File: config.mk
export PLATFORM = sky130hd
export DESIGN_NAME = fifo_rd_ctrl
export DESIGN_NICKNAME = d
export VERILOG_FILES = /design/src/rtl/fifo_pkg.sv /design/src/rtl/fifo_rd_obuf.sv /design/src/rtl/fifo_rd_ctrl.sv
export SDC_FILE = /design/constraint.sdc
export NUM_CORES = 1
export LEC_CHECK = 0
export CORE_MARGIN = 2
export CORE_UTILIZATION = 50
export DETAILED_ROUTE_END_ITERATION = 8
export GPL_ROUTABILITY_DRIVEN = 0
export PLACE_DENSITY = 0.92
export SETUP_SLACK_MARGIN = 0.4
export SLEW_MARGIN = 10
export SYNTH_ARGS = -nofsm -noshare
export SYNTH_HDL_FRONTEND = slang
export SYNTH_HIERARCHICAL = 1
export SYNTH_SLANG_ARGS = --single-unit
File: constraint.sdc
create_clock -name rclk -period 9.92 [get_ports rclk]
set_input_delay 1.488 -clock rclk [delete_from_list [all_inputs] [get_ports rclk]]
set_output_delay 1.488 -clock rclk [all_outputs]
set_load 0.1 [all_outputs]
File: src/rtl/fifo_pkg.sv
// Shared helpers for the async FIFO: Gray/binary conversion and prefetch depth.
// Conversions work on a 32-bit container, so callers cast to their pointer width.
package fifo_pkg;

   localparam int OB_DEPTH = 2;

   function automatic logic [31:0] bin2gray(input logic [31:0] b);
      return b ^ (b >> 1);
   endfunction

   function automatic logic [31:0] gray2bin(input logic [31:0] g);
      logic [31:0] b;
      b[31] = g[31];
      for (int i = 30; i >= 0; i--) begin
         b[i] = b[i+1] ^ g[i];
      end
      return b;
   endfunction

endpackage

File: src/rtl/fifo_rd_obuf.sv
// Two-entry prefetch buffer in front of the consumer; head word is held in a register
// so rdata/rvalid come straight from flops.
module fifo_rd_obuf
   import fifo_pkg::*;
#(
   parameter int DSIZE = 8
) (
   input  logic             rclk,
   input  logic             rrst_n,
   input  logic             wr_en,
   input  logic [DSIZE-1:0] wr_data,
   input  logic             pop,
   output logic             rvalid,
   output logic [DSIZE-1:0] rdata,
   output logic [1:0]       cnt
);

   logic [DSIZE-1:0] head_reg, head_next;
   logic [DSIZE-1:0] tail_reg, tail_next;
   logic [1:0]       cnt_reg, cnt_next;

   always_comb begin
      head_next = head_reg;
      tail_next = tail_reg;
      cnt_next  = cnt_reg;
      case ({wr_en, pop})
         2'b10: begin
            if (cnt_reg == 2'd0) head_next = wr_data;
            else                 tail_next = wr_data;
            cnt_next = cnt_reg + 2'd1;
         end
         2'b01: begin
            if (cnt_reg == 2'd2) head_next = tail_reg;
            cnt_next = cnt_reg - 2'd1;
         end
         2'b11: begin
            // count unchanged; the new word lands behind whatever remains
            if (cnt_reg == 2'd2) begin
               head_next = tail_reg;
               tail_next = wr_data;
            end else begin
               head_next = wr_data;
            end
         end
         default: ;
      endcase
   end

   always_ff @(posedge rclk) begin
      if (!rrst_n) begin
         head_reg <= '0;
         tail_reg <= '0;
         cnt_reg  <= '0;
      end else begin
         head_reg <= head_next;
         tail_reg <= tail_next;
         cnt_reg  <= cnt_next;
      end
   end

   assign rvalid = (cnt_reg != 2'd0);
   assign rdata  = head_reg;
   assign cnt    = cnt_reg;

   a_no_overflow: assert property (@(posedge rclk) disable iff (!rrst_n)
                                   !(wr_en && !pop && cnt_reg == 2'(OB_DEPTH)));

endmodule

File: src/rtl/fifo_rd_ctrl.sv
// Read-side controller of the async FIFO: read pointer, empty flag, RAM fetch and FWFT output.
// Define FIFO_RD_LEVEL_EN to build the registered rlevel/raempty occupancy logic.
module fifo_rd_ctrl
   import fifo_pkg::*;
#(
   parameter int ASIZE         = 4,
   parameter int DSIZE         = 8,
   parameter int AEMPTY_THRESH = 2
) (
   input  logic             rclk,
   input  logic             rrst_n,
   input  logic [ASIZE:0]   rq2_wptr,
   output logic [ASIZE:0]   rptr,
   output logic [ASIZE-1:0] raddr,
   output logic             rmem_en,
   input  logic [DSIZE-1:0] rmem_data,
   output logic [DSIZE-1:0] rdata,
   output logic             rvalid,
   input  logic             rready,
   output logic             rempty,
   output logic             raempty,
   output logic [ASIZE+1:0] rlevel
);

   localparam int PW = ASIZE + 1;
   localparam int LW = ASIZE + 2;

   logic [ASIZE:0] rbin_reg, rbin_next;
   logic [ASIZE:0] rptr_reg, rgray_next;
   logic           rempty_reg;
   logic           inflight_reg;
   logic           pop;
   logic           fetch;
   logic [2:0]     space;
   logic [1:0]     ob_cnt;

   assign pop = rvalid && rready;

   // the in-flight word already owns a buffer slot, so fetching never overruns the buffer
   always_comb begin
      space      = 3'(OB_DEPTH) - 3'(ob_cnt) - 3'(inflight_reg) + 3'(pop);
      fetch      = !rempty_reg && (space != 3'd0) && rrst_n;
      rbin_next  = rbin_reg + PW'(fetch);
      rgray_next = PW'(bin2gray(32'(rbin_next)));
   end

   always_ff @(posedge rclk) begin
      if (!rrst_n) begin
         rbin_reg     <= '0;
         rptr_reg     <= '0;
         rempty_reg   <= 1'b1;
         inflight_reg <= 1'b0;
      end else begin
         rbin_reg     <= rbin_next;
         rptr_reg     <= rgray_next;
         rempty_reg   <= (rgray_next == rq2_wptr);
         inflight_reg <= fetch;
      end
   end

   assign rmem_en = fetch;
   assign raddr   = rbin_reg[ASIZE-1:0];
   assign rptr    = rptr_reg;
   assign rempty  = rempty_reg;

   fifo_rd_obuf #(
      .DSIZE(DSIZE)
   ) u_obuf (
      .rclk    (rclk),
      .rrst_n  (rrst_n),
      .wr_en   (inflight_reg),
      .wr_data (rmem_data),
      .pop     (pop),
      .rvalid  (rvalid),
      .rdata   (rdata),
      .cnt     (ob_cnt)
   );

`ifdef FIFO_RD_LEVEL_EN
   localparam logic [ASIZE:0] AE_TH = PW'(AEMPTY_THRESH);

   logic [ASIZE:0] wbin, diff_next;
   logic [LW-1:0]  ob_cnt_next, level_next;
   logic           raempty_reg;
   logic [LW-1:0]  rlevel_reg;

   always_comb begin
      wbin        = PW'(gray2bin(32'(rq2_wptr)));
      diff_next   = wbin - rbin_next;
      ob_cnt_next = LW'(ob_cnt) + LW'(inflight_reg) - LW'(pop);
      level_next  = LW'(diff_next) + LW'(fetch) + ob_cnt_next;
   end

   always_ff @(posedge rclk) begin
      if (!rrst_n) begin
         raempty_reg <= 1'b1;
         rlevel_reg  <= '0;
      end else begin
         raempty_reg <= (diff_next <= AE_TH);
         rlevel_reg  <= level_next;
      end
   end

   assign raempty = raempty_reg;
   assign rlevel  = rlevel_reg;
`else
   assign raempty = rempty_reg;
   assign rlevel  = '0;
`endif

endmodule

==> impl_results.md <==
* Clock root buffer: clkbuf_4
* CP max FO at 4
* Crit path capture type: output port
* Total of cells resized after clock tree synthesis at 0
* VDD IR-drop max at 0.2082 mV
* Routed vias at 1426
* Vias/cell at 5.381
* Area grow syn2layout at 22.73%
* Number of different library cells in the post-synthesis netlist at 43
* Worst hold endpoint: u_obuf/tail_reg[2]
* Psw at 347.8 µW
* Routed WL at 3.347 mm
* Antenna violations before repair at 0
* Min cycle time layout at 5.581 ns
* Fmax at 179.2 MHz
* Leakage at 0.7742 nW
* Htree depth at 2
* Nets@finish at 242
* Initial drt markers at 53
* Final Skew at 0.01001 ns
* Starting Density at 51.62%
* Fin crit share at 56.26%
* Crit path launch: rready
* Worst reg2reg path depth at 14
* Critical path's largest stage delay at 1.17 ns
* Die Area at 3873 µm²
* CTS buffer count at 5
* GR Overflow Total at 0
* Filler cell count at 280
* Core box area at 3284 µm²
* Mapped Cells at 186
* Cells on Worst Hold Path at 2
* Clk pin slew, worst setup/hold paths at 0.10 ns
* Routed wire length per instance at 12.63 µm
* Clock power frac at 10.8%
* CTS Sinks at 29
* DRC Markers at 0
* Post-Syn Area at 1695 µm²
* Hold_sp: u_obuf/tail_reg[2]
* Cells after DPL at 257
* Hold-fix buffers at CTS at 0
* Slowest CP cell: clkdlybuf4s50_1
* Relative slew slack at 33.89%
* Layout cell share with drive strength beyond 1 at 6.849%
* CTS tree: built
* Area contributors post-synth: dfxtp_1 34%, ha_1 5.2%, and2_1 4.4%
* CP most frequent cell: clkdlybuf4s50_1
* R2r setup slk at 5.87 ns
* Yosys top cell by area: dfxtp_1
* Largest net degree at the start of global routing at 19
* Clk_lat worst skew at 0.31 ns
* CP arrival at 4.09 ns
* Worst Tran Pin Value at 0.9885 ns
* Postcts setup bufs at 0
* Share of the synthesized area in the top cell type at 34.24%
* RSZ-0062 raised after global routing: false
* Final-report max-slew violation count at 0
* Critical path type: in2out
* Worst min path class: reg2reg
* Element type at the critical path start: input port
* Synthesis-stage register bit count at 29
* RR Startpoint: u_obuf/cnt[1]
* Site Rows at 21
* Io pins at 43
* DP HPWL at 2.623 mm
* Average cell area after synthesis at 9.115 µm²
* Die height at 62.23 µm
* Internal at 287.0 µW
* Port Buf Inserts at 36
* Hold Violations, Final at 0
* Gr usage total at 18.13%
* Sw frac at 54.79%
* Power per cell area at 305.1 nW/µm²
* Non-Filler Instances at 265
* First-pass GRT wire length at 5.720 mm
* Gate power share at 63.4%
* Worst R2R End: raempty
* DR pass1 iterations at 4
* CP required at 8.43 ns
* Status: finished clean
* MaxCap Viol Count at 0
* CP Cell Sequence: clkdlybuf4s50_1 -> and2_1 -> fa_1 -> inv_1 -> ha_1 -> a21oi_1 -> clkdlybuf4s50_1
* Setup_tns at 0 ns
* Sequential power share at 25.8%
* Post-route ant nets at 0
* Vias in the first global route at 1345
* Yosys warns at 6
* Clock Tree Buf Depth at 2
* Sequential area share after synthesis at 34.24%
* Final setup fails at 0
* Die width at 62.23 µm
* Antenna Cells at 0
[cell type report]
type                       instances  area (µm²)  area share (%)
clock buffer                       5       37.54           1.804
multi-input combinational        136       989.7           47.56
sequential                        29       580.6           27.90
tap                               46       57.56           2.766
timing repair buffer              36       360.3           17.32
clock inverter                     3       17.52          0.8419
inverter                          10       37.54           1.804
[layer usage]
metal | up-vias | global-route usage, % | wire length, µm | share of wire, %
li1 | 736 | - | - | -
met1 | 640 | 20.27 | 1398 | 42
met2 | 46 | 34.10 | 1724 | 52
met3 | 4 | 4.348 | 196 | 5.9
met4 | 0 | 5.000 | 29 | 0.87
met5 | - | 0 | 0 | 0
[worst max-delay path by stage]
stage,slack (ns),cells after the start,endpoint
after floorplan,3.89,15,raempty
after global placement,4.37,7,rmem_en
after detailed placement,4.31,7,rmem_en
after CTS,4.30,7,rmem_en
after global routing,4.22,7,rmem_en
final,4.34,7,rmem_en
[power by group through the flow]
stage,logic [mW],clock network (mW),registers [mW]
6_report,0.403,0.0684,0.164
5_1_grt,0.427,0.0770,0.169
4_1_cts,0.405,0.0705,0.164
3_5_place_dp,0.404,0,0.167
3_3_place_gp,0.396,0,0.165
2_1_floorplan,0.218,0,0.281
[cells in the final DEF (no fill, tap or decap), types with 2 or more instances in the layout]
cell	instances
nand2b_1	2
nor2_1	6
o31ai_1	8
a311oi_1	7
or3_1	3
nor2b_1	2
ha_1	7
clkbuf_4	5
inv_1	8
a211oi_1	8
nand2_1	2
o21ai_0	9
conb_1	6
clkdlybuf4s50_1	36
a21oi_1	14
xor2_1	5
nand3_1	9
o211ai_1	8
o21a_1	2
clkinv_2	2
and2_1	12
a31oi_1	2
xnor2_1	6
dfxtp_1	29
clkinv_1	2
nor2_2	2
[kinds of logic after synthesis]
group	Yosys count	share of synthesized area (%)
buffers and inverters	26	8.487
xor gates and xnor gates	12	7.085
adders and majority gates	8	6.347
and+or+nand+nor	45	15.79
DFF	29	34.24
muxes	2	1.919
other	1	0.2212
AOI/OAI and AO/OA	63	25.90
[through the flow]
| stage | hold WS [ns] | setup slack (ns) | area (µm²) | util [%] | total power, mW |
|---|---|---|---|---|---|
| final | 0.4790 | 4.339 | 2081 | 63.35 | 0.6348 |
| after global routing | 0.5017 | 4.220 | 2081 | 63.35 | 0.6726 |
| after CTS | 0.4752 | 4.299 | 2081 | 63.35 | 0.6389 |
| after detailed placement | 0.4593 | 4.306 | 2026 | 61.68 | 0.5701 |
| after global placement | 0.4546 | 4.365 | 2026 | 61.68 | 0.5612 |
| after floorplan | 0.4448 | 3.886 | 1714 | - | 0.4987 |
[Yosys cell counts]
master / instances
dfxtp_1: 29
a21oi_1: 14
and2_1: 12
nand3_1: 9
o21ai_0: 9
a211oi_1: 8
buf_4: 8
inv_1: 8
o211ai_1: 8
o31ai_1: 8
a311oi_1: 7
ha_1: 7
nor2_1: 6
xnor2_1: 6
clkbuf_1: 5
xor2_1: 5
or3_1: 3
a31oi_1: 2
buf_6: 2
clkinv_1: 2
nand2_1: 2
nand2b_1: 2
nor2_2: 2
nor2b_1: 2
o21a_1: 2
a211o_1: 1
a21o_4: 1
a22oi_1: 1
a311oi_2: 1
and3_1: 1
and3_4: 1
and3b_1: 1
and4b_1: 1
buf_2: 1
conb_1: 1
fa_1: 1
mux2i_1: 1
mux2i_4: 1
nand3b_1: 1
nor3_2: 1
o221ai_1: 1
or2b_1: 1
xor3_1: 1
[worst max-delay path: cells and delay by family]
family | cells | cell delay, ns
buffers and inverters | 3 | 1.63
and+or+nand+nor | 1 | 0.18
AOI/OAI and AO/OA | 1 | 0.20
adders and majority gates | 2 | 0.60
Power figures use the tool's default switching activity.
